[config.mk]
export PLATFORM = sky130hd
export DESIGN_NAME = stopwatch_run_control
export DESIGN_NICKNAME = d
export VERILOG_FILES = /design/src/rtl/stopwatch_run_control_pkg.sv /design/src/rtl/button_debounce.sv /design/src/rtl/stopwatch_run_control.sv
export SDC_FILE = /design/constraint.sdc
export NUM_CORES = 1
export LEC_CHECK = 0
export CORE_ASPECT_RATIO = 1.25
export CORE_MARGIN = 5
export CORE_UTILIZATION = 45
export DETAILED_ROUTE_END_ITERATION = 8
export PLACE_DENSITY = 0.57
export SYNTH_ARGS = -nofsm -noshare
export SYNTH_HDL_FRONTEND = slang
export SYNTH_SLANG_ARGS = --single-unit
[constraint.sdc]
create_clock -name clk -period 2.3 [get_ports clk]
set_clock_uncertainty 0.15 [all_clocks]
set_input_delay 0.69 -clock clk [delete_from_list [all_inputs] [get_ports clk]]
set_output_delay 0.69 -clock clk [all_outputs]
set_load 0.03 [all_outputs]
[src/rtl/stopwatch_run_control_pkg.sv]
// Shared stopwatch constants: run-control state encodings and default timing
// values, also used by the display stage.
package stopwatch_run_control_pkg;

    localparam int unsigned DIV_COUNT_DEF  = 500000;
    localparam int unsigned DEB_CYCLES_DEF = 1000000;
    localparam int unsigned CLR_CYCLES_DEF = 4;

    localparam logic [1:0] ST_CLEAR = 2'd0;
    localparam logic [1:0] ST_IDLE  = 2'd1;
    localparam logic [1:0] ST_RUN   = 2'd2;
    localparam logic [1:0] ST_PAUSE = 2'd3;

endpackage

[src/rtl/button_debounce.sv]
// Pushbutton conditioning: 2-FF synchroniser, stability counter and a one-cycle
// registered pulse on each accepted press (debounced 1->0).
module button_debounce
    import stopwatch_run_control_pkg::*;
#(
    parameter int unsigned DEB_CYCLES = DEB_CYCLES_DEF
) (
    input  logic clk_i,
    input  logic rst_ni,
    input  logic btn_ni,
    output logic press_o
);

    localparam int unsigned CNT_W = $clog2(DEB_CYCLES + 1);

    logic             sync1_q, sync2_q;
    logic             level_q, level_d;
    logic             press_q, press_d;
    logic [CNT_W-1:0] cnt_q, cnt_d;
    logic             differ;
    logic             settle;

    // The level flips on the DEB_CYCLES-th consecutive sample that disagrees with it.
    assign differ = (sync2_q != level_q);
    assign settle = differ && (cnt_q == CNT_W'(DEB_CYCLES - 1));

    always_comb begin
        level_d = settle ? sync2_q : level_q;
        press_d = settle && !sync2_q;
        if (!differ || settle) begin
            cnt_d = '0;
        end else begin
            cnt_d = cnt_q + 1'b1;
        end
    end

    always_ff @(posedge clk_i or negedge rst_ni) begin
        if (!rst_ni) begin
            sync1_q <= 1'b1;
            sync2_q <= 1'b1;
            level_q <= 1'b1;
            press_q <= 1'b0;
            cnt_q   <= '0;
        end else begin
            sync1_q <= btn_ni;
            sync2_q <= sync1_q;
            level_q <= level_d;
            press_q <= press_d;
            cnt_q   <= cnt_d;
        end
    end

    assign press_o = press_q;

endmodule

[src/rtl/stopwatch_run_control.sv]
// Run/pause/clear control for the stopwatch ripple counter: drives its clock
// with a prescaled one-cycle tick and its active-low reset, all registered.
module stopwatch_run_control
    import stopwatch_run_control_pkg::*;
#(
    parameter int unsigned DIV_COUNT  = DIV_COUNT_DEF,
    parameter int unsigned DEB_CYCLES = DEB_CYCLES_DEF,
    parameter int unsigned CLR_CYCLES = CLR_CYCLES_DEF
) (
    input  logic clk,
    input  logic reset_n,
    input  logic btn_start_n,
    input  logic btn_clear_n,
    output logic count_clk,
    output logic count_reset_n,
    output logic running
);

    localparam int unsigned PRE_W = $clog2(DIV_COUNT);
    localparam int unsigned CLR_W = $clog2(CLR_CYCLES + 1);

    logic             start_ev, clear_ev;
    logic [1:0]       state_q, state_d;
    logic [PRE_W-1:0] pre_q, pre_d;
    logic [CLR_W-1:0] clr_q, clr_d;
    logic             count_clk_q, count_clk_d;
    logic             count_reset_n_q;
    logic             running_q;
    logic             wrap;

    button_debounce #(.DEB_CYCLES(DEB_CYCLES)) u_deb_start (
        .clk_i   (clk),
        .rst_ni  (reset_n),
        .btn_ni  (btn_start_n),
        .press_o (start_ev)
    );

    button_debounce #(.DEB_CYCLES(DEB_CYCLES)) u_deb_clear (
        .clk_i   (clk),
        .rst_ni  (reset_n),
        .btn_ni  (btn_clear_n),
        .press_o (clear_ev)
    );

    always_comb begin
        state_d = state_q;
        clr_d   = '0;
        case (state_q)
            ST_CLEAR: begin
                if (clr_q == CLR_W'(CLR_CYCLES - 1)) begin
                    state_d = ST_IDLE;
                end else begin
                    clr_d = clr_q + 1'b1;
                end
            end
            ST_IDLE:  if (start_ev) state_d = ST_RUN;
            ST_RUN:   if (start_ev) state_d = ST_PAUSE;
            ST_PAUSE: if (start_ev) state_d = ST_RUN;
            default:  state_d = ST_CLEAR;
        endcase
        // Clear overrides a coincident start and restarts an ongoing clear.
        if (clear_ev) begin
            state_d = ST_CLEAR;
            clr_d   = '0;
        end
    end

    assign wrap = (state_q == ST_RUN) && (pre_q == PRE_W'(DIV_COUNT - 1));

    // A stop or clear landing on the wrap cycle suppresses that tick.
    always_comb begin
        pre_d       = pre_q;
        count_clk_d = wrap && (state_d == ST_RUN);
        if (state_d == ST_CLEAR) begin
            pre_d = '0;
        end else if ((state_q == ST_RUN) && (state_d == ST_RUN)) begin
            pre_d = wrap ? '0 : pre_q + 1'b1;
        end
    end

    always_ff @(posedge clk or negedge reset_n) begin
        if (!reset_n) begin
            state_q         <= ST_CLEAR;
            clr_q           <= '0;
            pre_q           <= '0;
            count_clk_q     <= 1'b0;
            count_reset_n_q <= 1'b0;
            running_q       <= 1'b0;
        end else begin
            state_q         <= state_d;
            clr_q           <= clr_d;
            pre_q           <= pre_d;
            count_clk_q     <= count_clk_d;
            count_reset_n_q <= (state_q != ST_CLEAR);
            running_q       <= (state_q == ST_RUN);
        end
    end

    assign count_clk     = count_clk_q;
    assign count_reset_n = count_reset_n_q;
    assign running       = running_q;

endmodule

==> impl_metrics.py, run 1 <==
metrics = {
    "sta": {
        "tns_ns": 0,
        "finalWorstSetupSlack_ns": 0.1301,
        "hold_viol_final": 0,
        "setup_violations": 0,
        "fmax_mhz": 460.9,
        "rsz0062_at_grt": "no",
        "fin_hold_ws_ns": 0.1212,
        "tightest_slew_ns": 0.4781,
        "period_needed_ns": 2.170,
        "period_share_pct": 94.34,
        "final_max_slew_viol_count": 0,
        "slew_headroom_pct": 67.96,
    },
    "global_route": {
        "antenna_found_initial": 0,
        "grt_max_degree": 33,
        "grt_pass1_vias": 2525,
        "grt_pass1_wl_mm": 11.93,
        "gr-usage-all-layers_pct": 14.84,
        "grt_overflow": 0,
    },
    "floorplan": {
        "die_area_um2": 9868,
        "start_util_pct": 46.03,
        "num_rows": 36,
        "die_h_um": 109.8,
        "coreArea_um2": 7792,
        "die_w_um": 89.86,
        "pin_count": 7,
    },
    "yosys": {
        "avgSynthCellArea_um2": 10.31,
        "yosys.area_share.adder_pct": 1.395,
        "synthMuxAreaShare_pct": 1.186,
        "synth_top_family_by_area": "simple AND/OR/NAND/NOR gates",
        "yosys_warnings": 0,
        "synth_compound_area_share_pct": 6.802,
        "synthCells": 348,
        "yosysSeqAreaShare_pct": 52.53,
        "synth-simple-area-share_pct": 26.16,
        "synth_fp_nets": 356,
        "synth_edf_count": 0,
        "synthTopCellsByCount": "dfrtp_1 (69), nor2_1 (50), nand3_1 (29), nand2_1 (26), xor2_1 (26)",
        "synth_top_area_share_pct": 48.13,
        "synth_area_leader_cell": "dfrtp_1",
        "synth_area_um2": 3587,
        "async_reset_ff_share_pct": 100.0,
        "ys_ff_latch": 75,
        "synth_area_leaders": "dfrtp_1 (48%), xor2_1 (6.3%), nor2_1 (5.2%)",
        "yosys.cell_count.top_type": "dfrtp_1",
        "synth_flop_cell": "dfrtp_1",
        "synth.distinct_cells": 50,
        "yosys.area_share.xor_xnor_pct": 9.522,
    },
    "power_and_ir_drop": {
        "p_sw_mw": 0.5072,
        "powerDensity_nw_per_um2": 591.7,
        "p_comb_share_pct": 2.7,
        "power.leakage_nw": 1.689,
        "p_seq_share_pct": 57.5,
        "internal_power_mw": 1.831,
        "p_clk_share_pct": 39.8,
        "peakVddDrop_uv": 354.2,
        "switching_share_pct": 21.69,
    },
    "cells_and_area": {
        "area_growth_pct": 10.15,
        "final_util_pct": 50.71,
        "n_fill_cell": 705,
        "final_nets": 372,
        "drive_above_1_share_pct": 10.57,
        "final_area_um2": 3951,
        "diodes": 0,
    },
    "clock_tree": {
        "cts.path.max_buffers": 2,
        "cts_resized": 0,
        "h-tree-depth": 3,
        "ctsHoldBuffers": 0,
        "cts_buffers": 9,
        "cts_setup_buffers": 0,
        "cts_tree": "yes",
        "ctsRootBufferMaster": "clkbuf_8",
        "clk_latency_ns": 0.35,
        "path_clk_slew_ns": 0.07,
        "clock_sinks": 75,
    },
    "critical_path": {
        "arrival_ns": 1.33,
        "r2r_end": "pre_q[15]$_DFFE_PN0P_",
        "path_buf_inv": 1,
        "max_stage_delay_ns": 0.66,
        "reg2reg_from": "pre_q[0]$_DFFE_PN0P_",
        "r2r_slack_ns": 0.21,
        "cp_top_family": "buffers and inverters",
        "worst_path_max_delay_cell": "clkdlybuf4s50_1",
        "ff2ff_path_depth": 6,
        "worst_setup_path_end_kind": "output pin",
        "crit_chain": "clkdlybuf4s50_1",
        "critPathLaunchType": "register",
        "path_class": "reg -> out",
        "worstPathRequired_ns": 1.46,
        "critPathMaxFanout": 1,
    },
    "routing": {
        "routed_wl_mm": 6.664,
        "routed-via-count": 2545,
        "drc": 0,
        "post_drt_wl_per_cell_um": 14.36,
        "antenna_left": 0,
        "vias_per_cell": 5.485,
        "drtPass1Iterations": 4,
        "drt_iter0_drc": 132,
    },
    "status": {
        "run_status": "finished clean",
    },
    "worst_hold_path": {
        "min_path_type": "in -> async",
    },
    "place": {
        "gp_congestion": 0.8481,
        "place_ws_ns": 0.2139,
        "placed_cell_area_um2": 3769,
        "dp.final_hpwl_mm": 4.627,
        "io_buffer_count": 6,
    },
    "job": {
        "cap_violations": 0,
    },
}
## worst max-delay path by stage
stage / depth (start not counted) / endpoint / slack (ns) / startpoint
2_1_floorplan: 7 / u_deb_start.cnt_q[11]$_DFF_PN0_ / 0.47 / u_deb_start.cnt_q[12]$_DFF_PN0_
3_3_place_gp: 6 / pre_q[18]$_DFFE_PN0P_ / 0.26 / pre_q[0]$_DFFE_PN0P_
3_5_place_dp: 6 / pre_q[15]$_DFFE_PN0P_ / 0.21 / pre_q[0]$_DFFE_PN0P_
4_1_cts: 1 / running / 0.09 / running$_DFF_PN0_
5_1_grt: 6 / pre_q[18]$_DFFE_PN0P_ / 0.06 / pre_q[0]$_DFFE_PN0P_
6_report: 1 / running / 0.13 / running$_DFF_PN0_
## area by class of cell
cell class              instances  area (um2)  area share (%)
clock buffers                  14       172.7           4.370
clock inverters                 2       10.01          0.2533
inverters                       7       26.28          0.6650
well taps                      95       118.9           3.008
repair buffers                 13       122.6           3.103
flip-flops and latches         75        1884           47.69
multi-input cells             258        1617           40.91
## power groups by stage
stage          Combinational (mW)  Clock [mW]  Sequential, mW
3_5_place_dp               0.0660           0            1.37
6_report                   0.0625       0.931            1.34
3_3_place_gp               0.0662           0            1.37
2_1_floorplan              0.0283           0            1.37
5_1_grt                    0.0735        1.02            1.35
4_1_cts                    0.0661       0.976            1.34
## metrics by stage
stage | power, mW | std cells
final | 2.338 | 464
after global routing | 2.442 | 464
after CTS | 2.387 | 464
after detailed placement | 1.436 | 448
after global placement | 1.436 | 448
after floorplan | 1.395 | 348
## routing by layer
layer / global-route usage, % / share of wire (%)
met3: 3.422 / 2.6
met2: 25.16 / 49
met5: 0 / 0
met4: 6.383 / 1.8
met1: 18.26 / 46
## state kept, by name, summed over array words and instances, names as in the netlist
register / flops
u_deb_start.cnt_q: 20
u_deb_start.level_q: 1
u_deb_clear.cnt_q: 20
state_q: 2
u_deb_clear.sync2_q: 1
u_deb_start.sync2_q: 1
u_deb_start.sync1_q: 1
clr_q: 3
u_deb_clear.press_o: 1
u_deb_clear.sync1_q: 1
u_deb_clear.level_q: 1
u_deb_start.press_o: 1
count_reset_n: 1
count_clk: 1
running: 1
pre_q: 19
## logic make-up after synthesis
group / Yosys count
adder cells (fa/ha/maj): 4
AO/OA/AOI/OAI: 36
AND/OR/NAND/NOR: 175
XOR/XNOR: 39
multiplexers: 4
buffers and inverters: 15
flip-flops: 75
## cells in the final DEF, fill, tap and decap left out, drive strengths merged, types with 2 or more instances in the layout
cell type	n
clkbuf	14
and2	7
mux2	2
mux2i	2
a21oi	7
nor4b	3
and3	10
nor4	3
or3	2
nor2	50
or2	3
nand3	29
clkdlybuf4s50	5
nor4bb	2
inv	7
nor3b	6
xnor2	13
nor3	8
buf	8
o211ai	7
dfstp	6
nand4	13
clkinv	2
and4	5
o31ai	7
xor2	26
a211oi	2
dfrtp	69
ha	4
o21ai	4
nand2	27
a21o	5
Note: power is estimated with default switching activity, not from simulation.
==> run 2: changes to the inputs <==
--- a/config.mk
+++ b/config.mk
@@ -6,9 +6,11 @@
 export NUM_CORES = 1
 export LEC_CHECK = 0
 export CORE_ASPECT_RATIO = 1.25
-export CORE_MARGIN = 5
+export CORE_MARGIN = 3
 export CORE_UTILIZATION = 45
 export DETAILED_ROUTE_END_ITERATION = 8
+export GPL_TIMING_DRIVEN = 0
+export HOLD_SLACK_MARGIN = 0.03
 export PLACE_DENSITY = 0.57
 export SYNTH_ARGS = -nofsm -noshare
 export SYNTH_HDL_FRONTEND = slang
==> impl_metrics.py, run 2 (same netlist as run 1, synthesis figures left out) <==
metrics = {
    "sta": {
        "rsz0062_at_grt": "no",
        "hold_viol_final": 0,
        "period_share_pct": 94.45,
        "fin_hold_ws_ns": 0.1194,
        "tns_ns": 0,
        "tightest_slew_ns": 0.5980,
        "final_max_slew_viol_count": 0,
        "fmax_mhz": 460.3,
        "period_needed_ns": 2.172,
        "setup_violations": 0,
        "slew_headroom_pct": 59.83,
    },
    "routing": {
        "drtPass1Iterations": 7,
        "routed-via-count": 2492,
        "vias_per_cell": 5.382,
        "antenna_left": 0,
        "post_drt_wl_per_cell_um": 13.81,
        "drt_iter0_drc": 104,
        "routed_wl_mm": 6.392,
        "drc": 0,
    },
    "critical_path": {
        "r2r_end": "u_deb_start.cnt_q[16]$_DFF_PN0_",
        "critPathMaxFanout": 1,
        "startpoint": "running$_DFF_PN0_",
        "r2r_slack_ns": 0.24,
        "cp_top_family": "buffers and inverters",
        "worst_path_max_delay_cell": "clkdlybuf4s50_1",
        "crit_chain": "clkdlybuf4s50_1",
        "path_buf_inv": 1,
        "critPathLaunchType": "register",
        "worstPathRequired_ns": 1.46,
        "ff2ff_path_depth": 8,
        "reg2reg_from": "u_deb_start.cnt_q[0]$_DFF_PN0_",
        "crit_cells": 1,
        "path_class": "reg -> out",
        "max_stage_delay_ns": 0.66,
        "crit_end": "running",
        "worst_setup_path_end_kind": "output pin",
        "arrival_ns": 1.33,
    },
    "cells_and_area": {
        "diodes": 0,
        "area_growth_pct": 12.31,
        "fin_cells": 463,
        "final_common_cell": "dfrtp_1",
        "largestRegisters": "u_deb_clear.cnt_q (20), u_deb_start.cnt_q (20), pre_q (19)",
        "final_nets": 374,
        "final_cell_mix": "dfrtp_1 (69), nor2_1 (50), nand3_1 (29), nand2_1 (26), xor2_1 (26)",
        "drive_above_1_share_pct": 10.78,
    },
    "floorplan": {
        "die_area_um2": 9085,
        "start_util_pct": 47.35,
        "coreArea_um2": 7576,
        "die_w_um": 85.86,
        "pin_count": 7,
        "num_rows": 35,
        "die_h_um": 105.8,
    },
    "global_route": {
        "grt_pass1_wl_mm": 10.94,
        "grt_use_met2_pct": 23.50,
        "grt_use_met3_pct": 2.815,
        "antenna_found_initial": 0,
        "gr-usage-all-layers_pct": 15.16,
        "grt_max_degree": 45,
        "use_met1_pct": 19.75,
        "grt-busiest-layer": "met2",
        "grt_pass1_vias": 2398,
        "grt_overflow": 0,
    },
    "place": {
        "gp_congestion": 0.7921,
        "io_buffer_count": 6,
        "place_inst": 447,
        "dp.final_hpwl_mm": 4.468,
    },
    "clock_tree": {
        "cts.path.max_buffers": 2,
        "path_clk_slew_ns": 0.08,
        "ctsRootBufferMaster": "clkbuf_8",
        "h-tree-depth": 3,
        "cts_setup_buffers": 0,
        "cts_tree": "yes",
        "clock_sinks": 75,
        "cts_buffers": 9,
        "cts_resized": 0,
        "ctsHoldBuffers": 0,
        "clk_latency_ns": 0.35,
    },
    "status": {
        "run_status": "finished clean",
    },
    "job": {
        "cap_violations": 0,
    },
    "power_and_ir_drop": {
        "powerDensity_nw_per_um2": 651.9,
        "power.leakage_nw": 1.711,
        "peakVddDrop_uv": 354.0,
    },
    "worst_hold_path": {
        "min_path_type": "in -> async",
    },
}
run 2: per-layer routing:
layer | wire length [um] | part of all wire [%]
met1 | 3054 | 48
met2 | 3034 | 47
met3 | 144 | 2.3
met4 | 158 | 2.5
met5 | 0 | 0
run 2: worst min path at each step:
stage | cells past startpoint | startpoint | to
floorplan | 0 | u_deb_clear.sync1_q$_DFF_PN1_ | u_deb_clear.sync2_q$_DFF_PN1_
global placement | 0 | u_deb_clear.sync1_q$_DFF_PN1_ | u_deb_clear.sync2_q$_DFF_PN1_
detailed placement | 0 | u_deb_clear.sync1_q$_DFF_PN1_ | u_deb_clear.sync2_q$_DFF_PN1_
CTS | 1 | reset_n | pre_q[4]$_DFFE_PN0P_
global route | 1 | reset_n | pre_q[4]$_DFFE_PN0P_
finish | 1 | reset_n | pre_q[4]$_DFFE_PN0P_
run 2: final cells by class:
type	count	area (um2)
fillers	711	3547
flip-flops and latches	75	1884
multi-input cells	258	1617
clock buffers	10	127.6
well taps	92	115.1
clock inverters	6	113.9
repair buffers	7	85.08
plain buffers	8	60.06
inverters	7	26.28
run 2: power by group:
part	switching, mW	total, mW	internal [mW]
logic	0.0437	0.0680	0.0243
clock network	0.492	1.21	0.723
registers	0.0108	1.34	1.33
run 2: through the flow:
step	instance area (um2)	power, mW	util (%)	worst slack (ns)
finish	4029	2.626	53.18	0.1277
global route	4029	2.741	53.18	0.06153
CTS	4029	2.672	53.18	0.09726
detailed placement	3787	1.441	49.99	0.2306
global placement	3762	1.436	49.66	-2.298
floorplan	3587	1.395	-	0.4666
==> run 3: changes to the inputs <==
--- a/config.mk
+++ b/config.mk
@@ -11,7 +11,7 @@
 export DETAILED_ROUTE_END_ITERATION = 8
 export GPL_TIMING_DRIVEN = 0
 export HOLD_SLACK_MARGIN = 0.03
-export PLACE_DENSITY = 0.57
+export PLACE_DENSITY = 0.59
 export SYNTH_ARGS = -nofsm -noshare
 export SYNTH_HDL_FRONTEND = slang
 export SYNTH_SLANG_ARGS = --single-unit
==> constraint.sdc (replaced) <==
create_clock -name clk -period 1.9 [get_ports clk]
set_clock_uncertainty 0.15 [all_clocks]
set_input_delay 0.57 -clock clk [delete_from_list [all_inputs] [get_ports clk]]
set_output_delay 0.57 -clock clk [all_outputs]
set_load 0.03 [all_outputs]
==> impl_metrics.py, run 3 (same netlist as run 1, synthesis figures left out) <==
metrics = {
    "clock_tree": {
        "cts_buffers": 9,
        "clock_sinks": 75,
        "h-tree-depth": 3,
        "clk_latency_ns": 0.34,
        "cts.path.max_buffers": 2,
        "cts_tree": "yes",
        "ctsRootBufferMaster": "clkbuf_8",
        "path_clk_slew_ns": 0.08,
    },
    "critical_path": {
        "worstPathRequired_ns": 1.97,
        "arrival_ns": 1.97,
        "critPathLaunchType": "register",
        "critPathMaxFanout": 10,
        "r2r_slack_ns": -0.001,
        "path_class": "reg -> reg",
        "worst_setup_path_end_kind": "register",
    },
    "job": {
        "cap_violations": 0,
    },
    "cells_and_area": {
        "final_nets": 396,
        "area_growth_pct": 21.42,
        "final-seq-area_um2": 1884,
        "largestRegisters": "u_deb_clear.cnt_q (20), u_deb_start.cnt_q (20), pre_q (19)",
        "diodes": 0,
        "multi_input_area_um2": 1817,
        "final_cell_mix": "dfrtp_1 (69), nor2_1 (41), nand3_1 (29), xor2_1 (26), nand2_1 (24)",
        "drive_above_1_share_pct": 24.43,
        "final_common_cell": "dfrtp_1",
        "final_area_um2": 4355,
        "n_fill_cell": 645,
    },
    "global_route": {
        "grt_pass1_wl_mm": 11.96,
        "antenna_found_initial": 0,
        "grt_pass1_vias": 2571,
        "gr-usage-all-layers_pct": 16.49,
        "grt_overflow": 0,
        "grt_max_degree": 46,
    },
    "floorplan": {
        "die_w_um": 85.86,
        "num_rows": 35,
        "coreArea_um2": 7576,
        "start_util_pct": 47.35,
        "die_area_um2": 9085,
        "pin_count": 7,
        "die_h_um": 105.8,
    },
    "sta": {
        "finalWorstSetupSlack_ns": -0.0009863,
        "fmax_mhz": 526.0,
        "slew_headroom_pct": 65.26,
        "period_share_pct": 100.1,
        "final_max_slew_viol_count": 0,
        "period_needed_ns": 1.901,
        "hold_viol_final": 0,
        "setup_violations": 2,
        "tightest_slew_ns": 0.5139,
        "rsz0062_at_grt": "yes",
    },
    "worst_hold_path": {
        "min_path_type": "reg -> reg",
    },
    "routing": {
        "drtPass1Iterations": 4,
        "antenna_left": 0,
        "post_drt_wl_per_cell_um": 14.31,
        "vias_per_cell": 5.431,
        "drt_iter0_drc": 121,
        "routed-via-count": 2634,
        "routed_wl_mm": 6.941,
        "drc": 0,
    },
    "power_and_ir_drop": {
        "power.leakage_nw": 1.869,
        "switching_share_pct": 23.84,
        "peakVddDrop_uv": 345.5,
        "power_mw": 2.783,
        "p_clk_share_pct": 38.0,
        "p_sw_mw": 0.6635,
        "internal_power_mw": 2.119,
        "p_comb_share_pct": 3.6,
        "p_seq_share_pct": 58.4,
        "powerDensity_nw_per_um2": 639.0,
    },
    "place": {
        "io_buffer_count": 6,
        "place_ws_ns": -0.1550,
        "gp_congestion": 0.8175,
        "placed_cell_area_um2": 3787,
        "dp.final_hpwl_mm": 4.551,
    },
    "status": {
        "violations": "negative setup slack",
        "run_status": "finished, violations left",
    },
}
-- run 3: repair_timing --
action | 4_1_cts | 5_1_grt
hold buffers | 1 | 0
cloned | 0 | 0
pin swaps | 5 | 19
setup endpoints to repair | 45 | 54
resized for setup | 9 | 46
hold endpoints to repair | 27 | 0
buffers inserted | 15 | 7
-- run 3: critical path: stages, from the launching register on --
cell and delay, ns:
dfrtp_1 0.39, or4_4 0.55, nor2_4 0.12, and3_4 0.19, or2_1 0.11, buf_6 0.11
buf_8 0.12, nor2_1 0.05
-- run 3: metrics by stage --
stage | utilization (%) | setup TNS, ns | instances | hold slack [ns]
after floorplan | - | 0 | 348 | 0.1244
after global placement | 49.66 | -190.45 | 446 | 0.1955
after detailed placement | 49.99 | -3.369 | 447 | 0.1969
after CTS | 54.02 | 0 | 478 | 0.2079
after global routing | 57.49 | -3.471 | 485 | 0.2176
final | 57.49 | -0.001220 | 485 | 0.2064
-- run 3: layer usage --
| layer | wire, um | vias up | track usage [%] |
|---|---|---|---|
| li1 | - | 1308 | - |
| met1 | 3150 | 1289 | 20.88 |
| met2 | 3532 | 24 | 27.06 |
| met3 | 109 | 13 | 2.815 |
| met4 | 150 | 0 | 7.919 |
| met5 | 0 | - | 0 |
-- run 3: path summary, 6_finish.rpt --
check                                           startpoint                               to  depth (start not counted)
setup / recovery           u_deb_start.cnt_q[12]$_DFF_PN0_  u_deb_start.cnt_q[18]$_DFF_PN0_                          7
hold / removal               u_deb_clear.sync1_q$_DFF_PN1_    u_deb_clear.sync2_q$_DFF_PN1_                          0
setup reg to reg           u_deb_start.cnt_q[12]$_DFF_PN0_  u_deb_start.cnt_q[18]$_DFF_PN0_                          7
hold reg to reg              u_deb_clear.sync1_q$_DFF_PN1_    u_deb_clear.sync2_q$_DFF_PN1_                          0
max in group asynchronous                          reset_n  u_deb_clear.level_q$_DFFE_PN1P_                          3
min in group asynchronous                          reset_n             pre_q[5]$_DFFE_PN0P_                          2
-- run 3: final cells by class --
type | count | area share [%]
flip-flops and latches | 75 | 43.26
multi-input cells | 258 | 41.71
repair buffers | 30 | 6.349
clock buffers | 9 | 2.844
well taps | 92 | 2.643
plain buffers | 7 | 1.551
clock inverters | 7 | 1.034
inverters | 7 | 0.6033
-- run 3: power by group through the flow --
stage	sequential, mW	clock [mW]	combinational (mW)
after global placement	1.66	0	0.0804
final	1.63	1.06	0.100
after floorplan	1.65	0	0.0342
after detailed placement	1.66	0	0.0877
after global routing	1.63	1.17	0.114
after CTS	1.63	1.11	0.0983
